==> config.mk <==
export PLATFORM = sky130hd
export DESIGN_NAME = radix4_divider_24by12_flat
export DESIGN_NICKNAME = d
export VERILOG_FILES = /design/src/rtl/radix4_divider_24by12_if.sv /design/src/rtl/radix4_divider_24by12.sv /design/src/flat_wrapper.sv
export SDC_FILE = /design/constraint.sdc
export NUM_CORES = 1
export LEC_CHECK = 0
export BUFFER_PORTS_ARGS = -buffer_cell sky130_fd_sc_hd__buf_2
export CAP_MARGIN = 30
export CORE_MARGIN = 2
export CORE_UTILIZATION = 63
export DETAILED_ROUTE_END_ITERATION = 6
export GPL_TIMING_DRIVEN = 0
export PLACE_DENSITY = 0.84
export SYNTH_ARGS = -nofsm -noshare
export SYNTH_HDL_FRONTEND = slang
export SYNTH_SLANG_ARGS = --single-unit
==> constraint.sdc <==
create_clock -name clk -period 15 [get_ports clk]
set_clock_uncertainty 0.1 [all_clocks]
set_input_delay 1.5 -clock clk [delete_from_list [all_inputs] [get_ports clk]]
set_output_delay 1.5 -clock clk [all_outputs]
set_load 0.01 [all_outputs]
==> src/rtl/radix4_divider_24by12_if.sv <==
// Operand/result handshake bundle for the radix-4 divider.
// The producer side drives operands and takes results; the divider is the slave.
interface radix4_divider_24by12_if #(
  parameter int N = 12
);
  logic           in_valid;
  logic           in_ready;
  logic [2*N-1:0] X;
  logic [N-1:0]   Y;
  logic           out_valid;
  logic           out_ready;
  logic [2*N-1:0] Q;
  logic [N-1:0]   R;
  logic           DZ;

  modport master (
    output in_valid, X, Y, out_ready,
    input  in_ready, out_valid, Q, R, DZ
  );

  modport slave (
    input  in_valid, X, Y, out_ready,
    output in_ready, out_valid, Q, R, DZ
  );
endinterface

==> src/rtl/radix4_divider_24by12.sv <==
// Sequential unsigned radix-4 restoring divider: 2N-bit dividend by N-bit
// divisor, two quotient bits retired per clock, N iterations per division.
module radix4_divider_24by12 #(
  parameter int N = 12
) (
  input  logic                   clk,
  input  logic                   rst,
  radix4_divider_24by12_if.slave bus
);
  localparam int CW = $clog2(N);

  typedef enum logic [1:0] {IDLE, CALC, DONE} state_t;

  state_t         state_reg, state_next;
  logic [2*N-1:0] x_reg, x_next;
  logic [2*N-1:0] q_reg, q_next;
  logic [N-1:0]   y_reg, y_next;
  logic [N-1:0]   r_reg, r_next;
  // The partial remainder is always < Y, so N bits hold it; the N+2-bit
  // trial value T is rebuilt from it every cycle.
  logic [N-1:0]   pr_reg, pr_next;
  logic [CW-1:0]  cnt_reg, cnt_next;
  logic           dz_reg, dz_next;

  logic [N+1:0]   t_cur;
  logic [N+1:0]   mult [4];
  logic [3:1]     ge;
  logic [1:0]     digit;
  logic [N-1:0]   diff;

  // Trial value: previous remainder with the next two dividend bits appended.
  assign t_cur   = {pr_reg, x_reg[2*N-1 -: 2]};

  // Divisor multiples 0..3, with 3Y formed as 2Y + Y.
  assign mult[0] = '0;
  assign mult[1] = {2'b00, y_reg};
  assign mult[2] = {1'b0, y_reg, 1'b0};
  assign mult[3] = mult[2] + mult[1];

  genvar gi;
  generate
    for (gi = 1; gi < 4; gi++) begin : g_cmp
      assign ge[gi] = (t_cur >= mult[gi]);
    end
  endgenerate

  // Quotient digit: the largest multiple not exceeding T (comparisons are monotone).
  always_comb begin
    digit = 2'd0;
    if (ge[3])      digit = 2'd3;
    else if (ge[2]) digit = 2'd2;
    else if (ge[1]) digit = 2'd1;
  end

  // The true difference is < Y < 2^N, so modulo-2^N subtraction is exact.
  assign diff = t_cur[N-1:0] - mult[digit][N-1:0];

  assign bus.in_ready  = (state_reg == IDLE);
  assign bus.out_valid = (state_reg == DONE);
  assign bus.Q         = q_reg;
  assign bus.R         = r_reg;
  assign bus.DZ        = dz_reg;

  // State and datapath registers; reset discards any division in flight.
  always_ff @(posedge clk) begin
    if (rst) begin
      state_reg <= IDLE;
      x_reg     <= '0;
      y_reg     <= '0;
      q_reg     <= '0;
      r_reg     <= '0;
      pr_reg    <= '0;
      cnt_reg   <= '0;
      dz_reg    <= 1'b0;
    end else begin
      state_reg <= state_next;
      x_reg     <= x_next;
      y_reg     <= y_next;
      q_reg     <= q_next;
      r_reg     <= r_next;
      pr_reg    <= pr_next;
      cnt_reg   <= cnt_next;
      dz_reg    <= dz_next;
    end
  end

  // Next-state and datapath update for accept, iterate and hand-off.
  always_comb begin
    state_next = state_reg;
    x_next     = x_reg;
    y_next     = y_reg;
    q_next     = q_reg;
    r_next     = r_reg;
    pr_next    = pr_reg;
    cnt_next   = cnt_reg;
    dz_next    = dz_reg;
    case (state_reg)
      IDLE: begin
        if (bus.in_valid) begin
          x_next = bus.X;
          y_next = bus.Y;
          if (bus.Y == '0) begin
            state_next = DONE;
            q_next     = '1;
            r_next     = bus.X[N-1:0];
            dz_next    = 1'b1;
          end else begin
            state_next = CALC;
            pr_next    = '0;
            cnt_next   = '0;
            dz_next    = 1'b0;
          end
        end
      end
      CALC: begin
        pr_next  = diff;
        q_next   = {q_reg[2*N-3:0], digit};
        x_next   = {x_reg[2*N-3:0], 2'b00};
        cnt_next = cnt_reg + CW'(1);
        if (cnt_reg == CW'(N - 1)) begin
          state_next = DONE;
          r_next     = diff;
        end
      end
      DONE: begin
        if (bus.out_ready) state_next = IDLE;
      end
      default: state_next = IDLE;
    endcase
  end
endmodule
==> src/flat_wrapper.sv <==
// flat-port wrapper written by rule: the top's interface ports become plain ports
module radix4_divider_24by12_flat 
#(
  parameter int N = 12
)
  (clk, rst, bus_in_valid, bus_X, bus_Y, bus_out_ready, bus_in_ready, bus_out_valid, bus_Q, bus_R, bus_DZ);
  radix4_divider_24by12_if #(.N(N)) bus_i ();
  input  logic clk;
  input  logic rst;
  input wire logic [$bits(bus_i.in_valid)-1:0] bus_in_valid;
  input wire logic [$bits(bus_i.X)-1:0] bus_X;
  input wire logic [$bits(bus_i.Y)-1:0] bus_Y;
  input wire logic [$bits(bus_i.out_ready)-1:0] bus_out_ready;
  output wire logic [$bits(bus_i.in_ready)-1:0] bus_in_ready;
  output wire logic [$bits(bus_i.out_valid)-1:0] bus_out_valid;
  output wire logic [$bits(bus_i.Q)-1:0] bus_Q;
  output wire logic [$bits(bus_i.R)-1:0] bus_R;
  output wire logic [$bits(bus_i.DZ)-1:0] bus_DZ;
  assign bus_i.in_valid = bus_in_valid;
  assign bus_i.X = bus_X;
  assign bus_i.Y = bus_Y;
  assign bus_i.out_ready = bus_out_ready;
  assign bus_in_ready = bus_i.in_ready;
  assign bus_out_valid = bus_i.out_valid;
  assign bus_Q = bus_i.Q;
  assign bus_R = bus_i.R;
  assign bus_DZ = bus_i.DZ;
  radix4_divider_24by12 #(.N(N)) u_core (.clk(clk), .rst(rst), .bus(bus_i));
endmodule
==> flow_metrics.tcl <==
set metrics [dict create \
    status "completed" \
    path_buf_inv 1 \
    leakagePower_nw 2.81 \
    drv_slew 0 \
    ant_nets 0 \
    antenna_found_initial 0 \
    yosysTopAreaCell "dfxtp_1" \
    placed_cells 918 \
    synth_top_area_share_pct 32.3 \
    pwr-share-comb_pct 61.9 \
    r2r_slack_ps 8620 \
    worstHoldEndpoint "u_core.x_reg[22]$_SDFFE_PP0P_" \
    sequentialPowerShare_pct 23.3 \
    synth_cell_types 53 \
    cts_resized 0 \
    cts_buffers 9 \
    power_switching_w 0.000611 \
    min_from "u_core.x_reg[20]$_SDFFE_PP0P_" \
    synth_area_per_cell_um2 7.69 \
    cp_num_cells 27 \
    yosysSeqAreaShare_pct 32.3 \
    tns_ps 0 \
    synth_enable_flop_cells 0 \
    cts_setup_buffers 0 \
    grt_pass1_vias 5356 \
    path_max_fanout 10 \
    grtUsageTotal_pct 32.2 \
    start_kind "flip-flop" \
    fin_cells 934 \
    ios 79 \
    fp.dieH_um 98.6 \
    power.share.switching_pct 46.3 \
    vias 5609 \
    period_minus_slack_ps 6380 \
    timing.critical_path.to_type "flip-flop" \
    critPathTopFamily "compound AO/OA/AOI/OAI gates" \
    ctsHoldBuffers 0 \
    max_cap_violations 0 \
    cp.required_ps 15190 \
    syn_area_um2 5640 \
    first_pass_iters 5 \
    wirelength_um 15500 \
    hpwl_um 11900 \
    gp_congestion 0.934 \
    crit_slowest_cell "dfxtp_1" \
    drc 0 \
    clockPowerShare_pct 14.8 \
    fin_crit_sh_pct 42.5 \
    area_delta_synth_final_pct 13.4 \
    setup_viol 0 \
    worstReg2RegEnd "u_core.bus.R[8]$_SDFFE_PP0P_" \
    core-area_um2 8680 \
    synth_seq_cells 91 \
    critPathKind "reg -> reg" \
    cpPeakStageDelay_ps 460 \
    root_buffer "clkbuf_8" \
    io_buffers 77 \
    yosysWarnings 0 \
    cts_tree "built" \
    hold_class "reg -> reg" \
    overflow 0 \
    drive_gt1_share_pct 13.7 \
    cts.htree.levels 3 \
    drt-initial-drc-count 352 \
    finish.utilization_pct 73.6 \
    clk_latency_ps 370 \
    async_flop_share_pct 0 \
    die_area_um2 9720 \
    arrival_ps 6560 \
    yosys-top-cells-area "dfxtp_1 (32%), ha_1 (14%), nor2_1 (8.2%)" \
    grt_max_degree 18 \
    initial_utilization_pct 65.0 \
    worst_pin_slew_ps 627 \
    avgViaCountPerCell 6.01 \
    postSynthCellCount 733 \
    r2r_cells 27 \
    fp.dieW_um 98.6 \
    intPower_w 0.000708 \
    fmax_mhz 157 \
    clock-sinks 91 \
    nFillCells 718 \
    cts.path.max_buffers 2 \
    avgRoutedWirePerCell_um 16.6 \
    fin_nets 924 \
    power_density_nw_per_um2 206 \
    grt_pass1_wl_um 25500 \
    synth_fp_nets 836 \
    hold_depth 2 \
    place_ws_ps 8830 \
    multi_input_area_um2 3540 \
    regArea_um2 1820 \
    total_power_w 0.00132 \
    reg2reg_from "u_core.y_reg[2]$_SDFFE_PP0P_" \
    max-vdd-ir-drop_mv 0.120 \
    crit_top_cell "a21oi_1" \
    synth_ff_type "dfxtp_1" \
    antenna_cells 0 \
    fin_ws_ps 8620 \
    slew_headroom_pct 58.2 \
    rsz0062_at_grt "no" \
    hold_viol 0 \
    rows 34 \
    clkTransAtPathRegs_ps 110 \
]
==> power by group through the flow <==
stage               logic, W  clock network (W)  registers (W)
detailed placement  0.000791                  0       0.000311
finish              0.000816           0.000195       0.000307
CTS                 0.000800           0.000197       0.000305
floorplan           0.000621                  0       0.000301
global placement    0.000759                  0       0.000309
global route        0.000908           0.000207       0.000311
==> final cells by class <==
type | instances | share of cell area [%]
repair buffers | 77 | 6.03
plain buffers | 41 | 2.55
flip-flops and latches | 91 | 28.5
inverters | 30 | 1.76
clock buffers | 9 | 1.94
well taps | 108 | 2.11
multi-input cells | 571 | 55.4
clock inverters | 7 | 1.70
==> worst max path at each step <==
| stage | startpoint | end | slack (ps) |
|---|---|---|---|
| 4_1_cts | u_core.y_reg[2]$_SDFFE_PP0P_ | u_core.bus.R[8]$_SDFFE_PP0P_ | 8760 |
| 2_1_floorplan | u_core.y_reg[2]$_SDFFE_PP0P_ | u_core.bus.R[8]$_SDFFE_PP0P_ | 9730 |
| 3_5_place_dp | u_core.y_reg[2]$_SDFFE_PP0P_ | u_core.bus.R[8]$_SDFFE_PP0P_ | 8830 |
| 5_1_grt | u_core.y_reg[2]$_SDFFE_PP0P_ | u_core.bus.R[8]$_SDFFE_PP0P_ | 8150 |
| 3_3_place_gp | u_core.y_reg[2]$_SDFFE_PP0P_ | u_core.bus.R[8]$_SDFFE_PP0P_ | 9020 |
| 6_report | u_core.y_reg[2]$_SDFFE_PP0P_ | u_core.bus.R[8]$_SDFFE_PP0P_ | 8620 |
==> logic make-up after synthesis <==
logic type                 count (synthesis)  share of synthesized area, %
AOI/OAI and AO/OA                        179                          21.5
xor gates and xnor gates                  16                          2.73
adders and majority gates                 63                          14.3
buffers and inverters                     71                          4.88
DFF                                       91                          32.3
muxes                                      3                         0.533
and+or+nand+nor                          310                          23.8
==> synth_stat cells, drive strengths merged, types with 6 or more instances <==
cell type and count:
xnor2 10, nor2b 13, nand2b 6, nand2 103, o21ai 34, ha 61, dfxtp 91, nor2 123
nor3 35, a21o 9, clkbuf 36, nand3 8, inv 30, o221a 6, a211oi 11, a311oi 21
a21oi 66
==> placed cells by master (no fill, tap or decap), drive strengths merged, types with 32 or more instances in the layout <==
cell	n
nor2	123
nand2	103
dfxtp	91
buf	82
a21oi	66
ha	61
clkbuf	45
nor3	35
o21ai	34
inv	32
==> layer usage <==
layer	global-route usage [%]	part of all wire, %
met3	6.45	5.9
met1	41.0	43
met5	0	0
met4	10.9	2.4
met2	54.5	49
==> tightest hold or removal path, delay by kind of cell (launching register included) <==
kind            cells  cell delay (ps)
compound gates      1               70
flops               1              330
simple gates        1               50
==> through the flow <==
step	cell area, µm²	hold slack, ps
after floorplan	5640	355
after global placement	6160	356
after detailed placement	6160	377
after CTS	6390	385
after global routing	6390	418
final	6390	381
(Power assumes the default switching activity.)
